[src/rtl/i2c_wr_sequencer_if.sv]
`default_nettype none
// +------------------------------------------------------------------+
// | i2c_wr_sequencer_if: command handshake and I2C-core bus signals   |
// | Rev 1.0                                                          |
// +------------------------------------------------------------------+
interface i2c_wr_sequencer_if;
  logic       cmd_valid_i;
  logic       cmd_ready_o;
  logic [6:0] cmd_dev_i;
  logic [7:0] cmd_reg_i;
  logic [7:0] cmd_data_i;
  logic       done_o;
  logic       nack_o;
  logic       busy_o;
  logic [2:0] m_adr_o;
  logic [7:0] m_dat_o;
  logic [7:0] m_dat_i;
  logic       m_we_o;
  logic       m_stb_o;
  logic       m_ack_i;

  // Sequencer side.
  modport master (
    input  cmd_valid_i, cmd_dev_i, cmd_reg_i, cmd_data_i, m_dat_i, m_ack_i,
    output cmd_ready_o, done_o, nack_o, busy_o, m_adr_o, m_dat_o, m_we_o, m_stb_o
  );

  // Command source and I2C core side.
  modport slave (
    output cmd_valid_i, cmd_dev_i, cmd_reg_i, cmd_data_i, m_dat_i, m_ack_i,
    input  cmd_ready_o, done_o, nack_o, busy_o, m_adr_o, m_dat_o, m_we_o, m_stb_o
  );
endinterface
`default_nettype wire

[src/rtl/i2c_wr_sequencer.sv]
`default_nettype none
// +------------------------------------------------------------------+
// | i2c_wr_sequencer: initialises an I2C master core, then issues    |
// | START/dev/reg/data/STOP register writes. Rev 1.0                 |
// +------------------------------------------------------------------+
module i2c_wr_sequencer #(
  parameter logic [15:0] PRESCALE = 16'h0063
) (
  input  logic                   wb_clk_i,
  input  logic                   wb_rst_i,
  i2c_wr_sequencer_if.master     bus
);

  typedef enum logic [3:0] {
    INIT_PL   = 4'd0,
    INIT_PH   = 4'd1,
    INIT_CTR  = 4'd2,
    IDLE      = 4'd3,
    TX_DEV    = 4'd4,
    CR_DEV    = 4'd5,
    POLL_DEV  = 4'd6,
    TX_REG    = 4'd7,
    CR_REG    = 4'd8,
    POLL_REG  = 4'd9,
    TX_DAT    = 4'd10,
    CR_DAT    = 4'd11,
    POLL_DAT  = 4'd12,
    STOP      = 4'd13,
    POLL_STOP = 4'd14
  } state_t;

  state_t     state_q, state_d;
  logic       stb_q, stb_d;
  logic       we_q, we_d;
  logic [2:0] adr_q, adr_d;
  logic [7:0] wdat_q, wdat_d;
  logic [6:0] dev_q, dev_d;
  logic [7:0] reg_q, reg_d;
  logic [7:0] data_q, data_d;
  logic       done_q, done_d;
  logic       nack_q, nack_d;

  logic [2:0] acc_adr;
  logic [7:0] acc_dat;
  logic       acc_we;
  logic       sr_tip;
  logic       sr_fail;

  // RxACK and arbitration-lost both abort the transfer.
  assign sr_tip  = bus.m_dat_i[1];
  assign sr_fail = |(bus.m_dat_i & 8'hA0);

  always_comb begin
    acc_adr = 3'd4;
    acc_dat = 8'h00;
    acc_we  = 1'b1;
    case (state_q)
      INIT_PL:   begin acc_adr = 3'd0; acc_dat = PRESCALE[7:0];  end
      INIT_PH:   begin acc_adr = 3'd1; acc_dat = PRESCALE[15:8]; end
      INIT_CTR:  begin acc_adr = 3'd2; acc_dat = 8'h80;          end
      TX_DEV:    begin acc_adr = 3'd3; acc_dat = {dev_q, 1'b0};  end
      CR_DEV:    acc_dat = 8'h90;
      TX_REG:    begin acc_adr = 3'd3; acc_dat = reg_q;          end
      CR_REG:    acc_dat = 8'h10;
      TX_DAT:    begin acc_adr = 3'd3; acc_dat = data_q;         end
      CR_DAT:    acc_dat = 8'h50;
      STOP:      acc_dat = 8'h40;
      POLL_DEV, POLL_REG, POLL_DAT, POLL_STOP: acc_we = 1'b0;
      default:   acc_we = 1'b0;
    endcase
  end

  always_comb begin
    state_d = state_q;
    stb_d   = stb_q;
    we_d    = we_q;
    adr_d   = adr_q;
    wdat_d  = wdat_q;
    dev_d   = dev_q;
    reg_d   = reg_q;
    data_d  = data_q;
    done_d  = 1'b0;
    nack_d  = nack_q;

    if (state_q == IDLE) begin
      if (bus.cmd_valid_i && !done_q) begin
        dev_d   = bus.cmd_dev_i;
        reg_d   = bus.cmd_reg_i;
        data_d  = bus.cmd_data_i;
        state_d = TX_DEV;
      end
    end else if (!stb_q) begin
      // Strobe is raised only from a low cycle, which guarantees the idle gap.
      stb_d  = 1'b1;
      adr_d  = acc_adr;
      we_d   = acc_we;
      wdat_d = acc_dat;
    end else if (bus.m_ack_i) begin
      stb_d = 1'b0;
      we_d  = 1'b0;
      case (state_q)
        INIT_PL:   state_d = INIT_PH;
        INIT_PH:   state_d = INIT_CTR;
        INIT_CTR:  state_d = IDLE;
        TX_DEV:    state_d = CR_DEV;
        CR_DEV:    state_d = POLL_DEV;
        POLL_DEV:  if (!sr_tip) state_d = sr_fail ? STOP : TX_REG;
        TX_REG:    state_d = CR_REG;
        CR_REG:    state_d = POLL_REG;
        POLL_REG:  if (!sr_tip) state_d = sr_fail ? STOP : TX_DAT;
        TX_DAT:    state_d = CR_DAT;
        CR_DAT:    state_d = POLL_DAT;
        POLL_DAT: begin
          if (!sr_tip) begin
            state_d = IDLE;
            done_d  = 1'b1;
            nack_d  = sr_fail;
          end
        end
        STOP:      state_d = POLL_STOP;
        POLL_STOP: begin
          if (!sr_tip) begin
            state_d = IDLE;
            done_d  = 1'b1;
            nack_d  = 1'b1;
          end
        end
        default:   state_d = INIT_PL;
      endcase
    end
  end

  always_ff @(posedge wb_clk_i or posedge wb_rst_i) begin
    if (wb_rst_i) begin
      state_q <= INIT_PL;
      stb_q   <= 1'b0;
      we_q    <= 1'b0;
      adr_q   <= 3'd0;
      wdat_q  <= 8'h00;
      dev_q   <= 7'd0;
      reg_q   <= 8'h00;
      data_q  <= 8'h00;
      done_q  <= 1'b0;
      nack_q  <= 1'b0;
    end else begin
      state_q <= state_d;
      stb_q   <= stb_d;
      we_q    <= we_d;
      adr_q   <= adr_d;
      wdat_q  <= wdat_d;
      dev_q   <= dev_d;
      reg_q   <= reg_d;
      data_q  <= data_d;
      done_q  <= done_d;
      nack_q  <= nack_d;
    end
  end

  // Ready is held off during the done cycle so a held cmd_valid_i starts
  // the next command strictly after the completion pulse.
  assign bus.cmd_ready_o = (state_q == IDLE) && !done_q;
  assign bus.busy_o      = (state_q != IDLE);
  assign bus.done_o      = done_q;
  assign bus.nack_o      = nack_q;
  assign bus.m_stb_o     = stb_q;
  assign bus.m_we_o      = we_q;
  assign bus.m_adr_o     = adr_q;
  assign bus.m_dat_o     = wdat_q;

endmodule
`default_nettype wire

[src/flat_wrapper.sv]
// flat-port wrapper written by rule: the top's interface ports become plain ports
module i2c_wr_sequencer_flat 
#(
  parameter logic [15:0] PRESCALE = 16'h0063
)
  (wb_clk_i, wb_rst_i, bus_cmd_valid_i, bus_cmd_dev_i, bus_cmd_reg_i, bus_cmd_data_i, bus_m_dat_i, bus_m_ack_i, bus_cmd_ready_o, bus_done_o, bus_nack_o, bus_busy_o, bus_m_adr_o, bus_m_dat_o, bus_m_we_o, bus_m_stb_o);
  i2c_wr_sequencer_if bus_i ();
  input  logic wb_clk_i;
  input  logic wb_rst_i;
  input wire logic [$bits(bus_i.cmd_valid_i)-1:0] bus_cmd_valid_i;
  input wire logic [$bits(bus_i.cmd_dev_i)-1:0] bus_cmd_dev_i;
  input wire logic [$bits(bus_i.cmd_reg_i)-1:0] bus_cmd_reg_i;
  input wire logic [$bits(bus_i.cmd_data_i)-1:0] bus_cmd_data_i;
  input wire logic [$bits(bus_i.m_dat_i)-1:0] bus_m_dat_i;
  input wire logic [$bits(bus_i.m_ack_i)-1:0] bus_m_ack_i;
  output wire logic [$bits(bus_i.cmd_ready_o)-1:0] bus_cmd_ready_o;
  output wire logic [$bits(bus_i.done_o)-1:0] bus_done_o;
  output wire logic [$bits(bus_i.nack_o)-1:0] bus_nack_o;
  output wire logic [$bits(bus_i.busy_o)-1:0] bus_busy_o;
  output wire logic [$bits(bus_i.m_adr_o)-1:0] bus_m_adr_o;
  output wire logic [$bits(bus_i.m_dat_o)-1:0] bus_m_dat_o;
  output wire logic [$bits(bus_i.m_we_o)-1:0] bus_m_we_o;
  output wire logic [$bits(bus_i.m_stb_o)-1:0] bus_m_stb_o;
  assign bus_i.cmd_valid_i = bus_cmd_valid_i;
  assign bus_i.cmd_dev_i = bus_cmd_dev_i;
  assign bus_i.cmd_reg_i = bus_cmd_reg_i;
  assign bus_i.cmd_data_i = bus_cmd_data_i;
  assign bus_i.m_dat_i = bus_m_dat_i;
  assign bus_i.m_ack_i = bus_m_ack_i;
  assign bus_cmd_ready_o = bus_i.cmd_ready_o;
  assign bus_done_o = bus_i.done_o;
  assign bus_nack_o = bus_i.nack_o;
  assign bus_busy_o = bus_i.busy_o;
  assign bus_m_adr_o = bus_i.m_adr_o;
  assign bus_m_dat_o = bus_i.m_dat_o;
  assign bus_m_we_o = bus_i.m_we_o;
  assign bus_m_stb_o = bus_i.m_stb_o;
  i2c_wr_sequencer #(.PRESCALE(PRESCALE)) u_core (.wb_clk_i(wb_clk_i), .wb_rst_i(wb_rst_i), .bus(bus_i));
endmodule
[config.mk]
export PLATFORM = sky130hd
export DESIGN_NAME = i2c_wr_sequencer_flat
export DESIGN_NICKNAME = d
export VERILOG_FILES = /design/src/rtl/i2c_wr_sequencer_if.sv /design/src/rtl/i2c_wr_sequencer.sv /design/src/flat_wrapper.sv
export SDC_FILE = /design/constraint.sdc
export NUM_CORES = 1
export LEC_CHECK = 0
export BUFFER_PORTS_ARGS = -buffer_cell sky130_fd_sc_hd__clkbuf_2
export CELL_PAD_IN_SITES_DETAIL_PLACEMENT = 2
export CELL_PAD_IN_SITES_GLOBAL_PLACEMENT = 2
export CORE_ASPECT_RATIO = 0.75
export CORE_MARGIN = 2
export CORE_UTILIZATION = 37
export CTS_CLUSTER_DIAMETER = 100
export CTS_CLUSTER_SIZE = 14
export DETAILED_ROUTE_END_ITERATION = 6
export PLACE_DENSITY = 0.9
export SLEW_MARGIN = 20
export SYNTH_ARGS = -nofsm -noshare
export SYNTH_HDL_FRONTEND = slang
export SYNTH_SLANG_ARGS = --single-unit
[constraint.sdc]
create_clock -name wb_clk_i -period 2.91 [get_ports wb_clk_i]
set_clock_uncertainty 0.05 [all_clocks]
set_input_delay 0.582 -clock wb_clk_i [delete_from_list [all_inputs] [get_ports wb_clk_i]]
set_output_delay 0.582 -clock wb_clk_i [all_outputs]
set_load 0.1 [all_outputs]
* After elaboration in Yosys (flattened, before gate mapping)
Index checks and enable logic that the tools add are counted.
Word-level totals: bits in registers 42, latch bits 0, bits in writable memories 0, memory bits (read-only) 0, input port bits 35, output and inout bits 17, memories kept 0
Cells by class: add/sub/neg operators 0, multipliers 0, divide/modulo/power cells 0, $lt $le $gt $ge 0, equal/unequal tests 22, shift-type cells 0, muxes and demuxes 25, bitwise operators 2, reductions and logical operators 16
Operators by type and width (count):
- case mux 8 bit (9 select lines) | 1
- case mux 4 bit (13 select lines) | 1
- 2-to-1 mux 4 bit | 8
- equality test 4 bit, second input constant | 7
- equality test 4 x 3 -> 1 bit, second input constant | 4
- 2-to-1 mux 1 bit | 12
- case mux 3 bit (4 select lines) | 1
- AND reduction 6 bit | 2
- OR reduction 10 bit | 1
- inequality test 3 x 2 -> 1 bit, second input constant | 3
- equality test 4 x 2 -> 1 bit, second input constant | 2
- inequality test 2 bit, second input constant | 3
- AND reduction 2 bit | 3
- nonzero test 2 bit | 3
- equality test 4 x 1 -> 1 bit, second input constant | 1
- zero test 4 bit | 1
- inequality test 4 x 2 -> 1 bit, second input constant | 1
- OR reduction 2 bit | 2
- 2-to-1 mux 3 bit | 1
- OR reduction 3 bit | 1
- logical AND 1 bit | 2
- inequality test 2 x 1 -> 1 bit, second input constant | 1
- inverter 1 bit | 2
- case mux 1 bit (2 select lines) | 1
- zero test 1 bit | 1

* Depth between registers and ports, before layout
depth after elaboration 7, mapped depth 6

* Worst setup path before layout
Ideal clock, no wire load.
kind reg2out, start reg u_core.state_q[3], end out bus_cmd_ready_o, arrival 2238 ps, required time 2278 ps, slack 40 ps, cell stages (with the launch flop) 4, buffers on the path 1, cell sequence dfrtp_1 nand4bb_1 buf_2 nor2_1
On the way: word-level cells in the longest chain between the ends 2
Ends and longest elaborated chain:
- start, declared | line i2c_wr_sequencer.sv:32 | state_t state_q, state_d;
- start signal, assigned | line i2c_wr_sequencer.sv:146 | state_q <= state_d;
- equality test 4 x 2 -> 1 bit | line i2c_wr_sequencer.sv:161 | assign bus.cmd_ready_o = (state_q == IDLE) && !done_q;
- logical AND 1 bit | line i2c_wr_sequencer.sv:161
- end, declared | line flat_wrapper.sv:16 | output wire logic [$bits(bus_i.cmd_ready_o)-1:0] bus_cmd_ready_o;
No other way between the ends.

* Final worst setup path
start reg u_core.state_q[3], end reg u_core.state_q[0]
On the way: word-level cells in the longest chain between the ends 6
Ends and longest elaborated chain:
- equality test 4 bit | line i2c_wr_sequencer.sv:101 | case (state_q)
- OR reduction 2 bit (no source line)
- case mux 4 bit (13 select lines) | line i2c_wr_sequencer.sv:101
- 2-to-1 mux 4 bit | line i2c_wr_sequencer.sv:98 | end else if (bus.m_ack_i) begin
- 2-to-1 mux 4 bit | line i2c_wr_sequencer.sv:92 | end else if (!stb_q) begin
- 2-to-1 mux 4 bit | line i2c_wr_sequencer.sv:85 | if (state_q == IDLE) begin
Parallel ways exist; a longest one is shown, timed or not. The select of a mux whose other input is x is not followed. A chain may end at the register's enable or synchronous reset.

==> metrics.md <==
| Metric | Value |
|---|---|
| Arrival @ worst endpoint | `2.38 ns` |
| Library cells used by synthesis | `46` |
| Via count | `1806` |
| WL/cell | `19.1 µm` |
| Worst reg2reg path startpoint | `u_core.state_q[3]` |
| Initial antenna violation count | `0` |
| Worst slew margin | `just over 60%` |
| Ys async rst share | `100%` |
| # rows | `24` |
| Max incr delay on CP | `~0.45 ns` |
| CP Capture Type | `flip-flop` |
| Drt total wl | `a little over 6000 µm` |
| Final count of pins violating max slew | `0` |
| Routability Congestion | `roughly 0.84` |
| Simple-gate share of the synthesized area | `10.5%` |
| DR pass1 iterations | `4` |
| Root buffer cell | `clkbuf_8` |
| Largest family of logic cells by synthesized area | `compound AO/OA/AOI/OAI gates` |
| Top_reg_cell synth | `dfrtp_1` |
| Area of the die | `between 0.006 and 0.007 mm²` |
| DRT iter0 DRCs | `71` |
| Post-route setup TNS | `0 ns` |
| VDD IR max | `~380 µV` |
| Final hold vios | `0` |
| Compound-Gate Fraction of Synth Area | `between 20% and 30%` |
| CP Class | `flip-flop to flip-flop` |
| Seq/Total Area, Yosys | `47.1%` |
| Layout cell share with drive strength beyond 1 | `approximately a third` |
| Hold_buf cts | `0` |
| N_diodes | `0` |
| Ys Warns | `0` |
| Post CTS Setup Buffer Count | `0` |
| CTS tree | `yes` |
| Worst skew pair latency | `about 0.30 ns` |
| Post-route ant nets | `0` |
| Initial core utilization | `a little under two fifths` |
| DRC Markers | `0` |
| Buffers on Ports | `between 40 and 50` |
| Leak | `roughly 0.0013 µW` |
| Max Fclk | `446 MHz` |
| Commonest non-fill, non-tap cells in the layout | `45 x clkbuf_2, 42 x dfrtp_1, 20 x mux2_4, 15 x o21ai_0, 9 x a21oi_1` |
| Mux share of post-synthesis cell area | `17.3%` |
| Largest net degree at the start of global routing | `between 40 and 50` |
| Nature of the critical path startpoint | `flip-flop` |
| Reg clk slew, reported paths | `approximately 0.090 ns` |
| IO Pins | `52` |
| TritonCTS Buffers | `5` |
| Layout area overhead | `18.6%` |
| R2R Setup Slk | `approximately 0.67 ns` |
| First-pass GRT wire length | `10300 µm` |
| Die Y | `between 70 and 80 µm` |
| Dpl hpwl | `roughly 4400 µm` |
| Finish-stage setup viols | `0` |
| Final period demand of the worst path | `roughly 2.2 ns` |
| FF+latch count, synth | `between 40 and 50` |
| CP required | `roughly 3.1 ns` |
| Hold crit path type | `primary input to async pin` |
| CP max FO | `24` |
| RSZ-0062 raised after global routing | `no` |
| Post-Synth Adder-Cell Area | `0%` |
| Max Root-Sink Buffers | `2` |
| Synth Area in XOR/XNOR | `less than 1%` |
| Cts repair resizes | `0` |
| Overall power after layout | `between 3000 and 4000 µW` |
| DIE WIDTH | `93.7 µm` |
| Sink Count | `42` |
| Crit-path slowest cell | `or3b_1` |
| Final Core Density | `45.5%` |
| Crit share post-route | `about 77%` |
| Vias in the first global route | `a little under 2000` |
| PwrDens | `about 1300 mW/mm²` |
| Grt ovf | `0` |
| FF-to-FF End | `u_core.state_q[0]` |
| Fill count | `approximately 640` |
| Commonest non-fill, non-tap cell in the layout | `clkbuf_2` |
| Depth of the CTS H-tree | `2` |
| EDFF count, synth | `0` |
| Vias per inst | `approximately 5.6` |
| Crit-path cells | `nand4bb_1 -> or3b_1 -> buf_4 -> a22oi_4 -> mux2_1` |
| Fin nets | `277` |
| GRT Util Overall | `roughly a fifth` |
| Core Region | `0.00583 mm²` |
| Outcome | `finished clean` |
| Least-Margin Pin Slew | `0.590 ns` |
| Reg2Reg Depth | `5` |
| Syn_area_per_cell | `about 11 µm²` |
| Mapped Cells | `about 200` |
| MaxCap Viol Count | `0` |
| Post-synthesis cell area | `roughly 0.0022 mm²` |
| Syn_nets | `roughly 230` |
-- worst max-delay path by stage --
stage,end,cells after the start,start
finish,u_core.state_q[0],5,u_core.state_q[3]
global route,u_core.state_q[1],5,u_core.state_q[2]
CTS,u_core.state_q[0],5,u_core.state_q[3]
detailed placement,u_core.state_q[0],5,u_core.state_q[3]
global placement,u_core.state_q[0],5,u_core.state_q[3]
floorplan,bus_cmd_ready_o,3,u_core.state_q[3]
-- final cells by class --
class	count	area, µm²	area share, %
well taps	78	97.6	3.68
multi-input cells	134	1080	40.8
flip-flops and latches	42	1050	39.7
clock buffers	5	68.8	2.60
clock inverters	3	43.8	1.65
repair buffers	53	285	10.8
inverters	6	22.5	0.850
-- cell families (layout without fill, tap and decap cells) --
family | Yosys count | count (layout)
xor+xnor | 1 | 1
compound gates | 63 | 63
simple gates | 42 | 42
flops | 42 | 42
mux | 28 | 28
buf+inv | 22 | 67
-- worst max-delay path: cells and delay by family, from the launching register on --
| kind | cells | cell delay (ns) |
|---|---|---|
| compound gates | 1 | 0.25 |
| buf+inv | 1 | 0.27 |
| mux | 1 | 0.34 |
| simple gates | 2 | 0.83 |
| flops | 1 | 0.38 |
-- Yosys cell counts, types with 2 or more instances --
master     count  area, µm²
dfrtp_1       42       1050
mux2_4        20        300
o21ai_0       15       75.1
a21oi_1        9       45.0
clkbuf_1       9       33.8
nor2_1         8       30.0
a22o_1         7       61.3
inv_1          6       22.5
nand2_1        6       22.5
nor3_1         6       30.0
nand3_1        5       25.0
a31oi_1        4       25.0
a32oi_1        4       35.0
buf_2          4       20.0
o22ai_1        4       25.0
o2bb2ai_1      4       35.0
mux2_2         3       33.8
mux2i_1        3       30.0
nand2b_1       3       18.8
nor2b_1        3       18.8
nor3b_1        3       22.5
a221o_1        2       20.0
and2_1         2       12.5
buf_6          2       22.5
mux2_1         2       22.5
o211ai_1       2       15.0
-- routing by layer --
layer  track usage [%]  up-vias  part of all wire [%]
met5                 0        -                     0
met2              32.4       45                    47
met3              3.89        9                   4.2
met1              28.4      927                    48
met4              3.86        0                  0.81
li1                  -      825                     -
-- per-stage QoR --
stage                     instances  hold slack (ns)  cell area (µm²)  worst slack [ns]
final                           321            0.342             2650             0.670
after global routing            321            0.400             2650             0.520
after CTS                       321            0.362             2650             0.618
after detailed placement        313            0.449             2540             0.636
after global placement          313            0.430             2540             0.697
after floorplan                 198            0.422             2230            0.0400
-- where the power goes --
part	internal (µW)	switching, µW
combinational	678	1390
sequential	843	182
clock	257	215
total	1780	1790
-- state kept, by name (all words and copies together), names as in the netlist --
signal / cells
u_core.dev_q: 7
u_core.bus.m_we_o: 1
u_core.bus.done_o: 1
u_core.bus.nack_o: 1
u_core.bus.m_adr_o: 3
u_core.data_q: 8
u_core.bus.m_dat_o: 8
u_core.reg_q: 8
u_core.bus.m_stb_o: 1
u_core.state_q: 4
(Power assumes the default switching activity.)
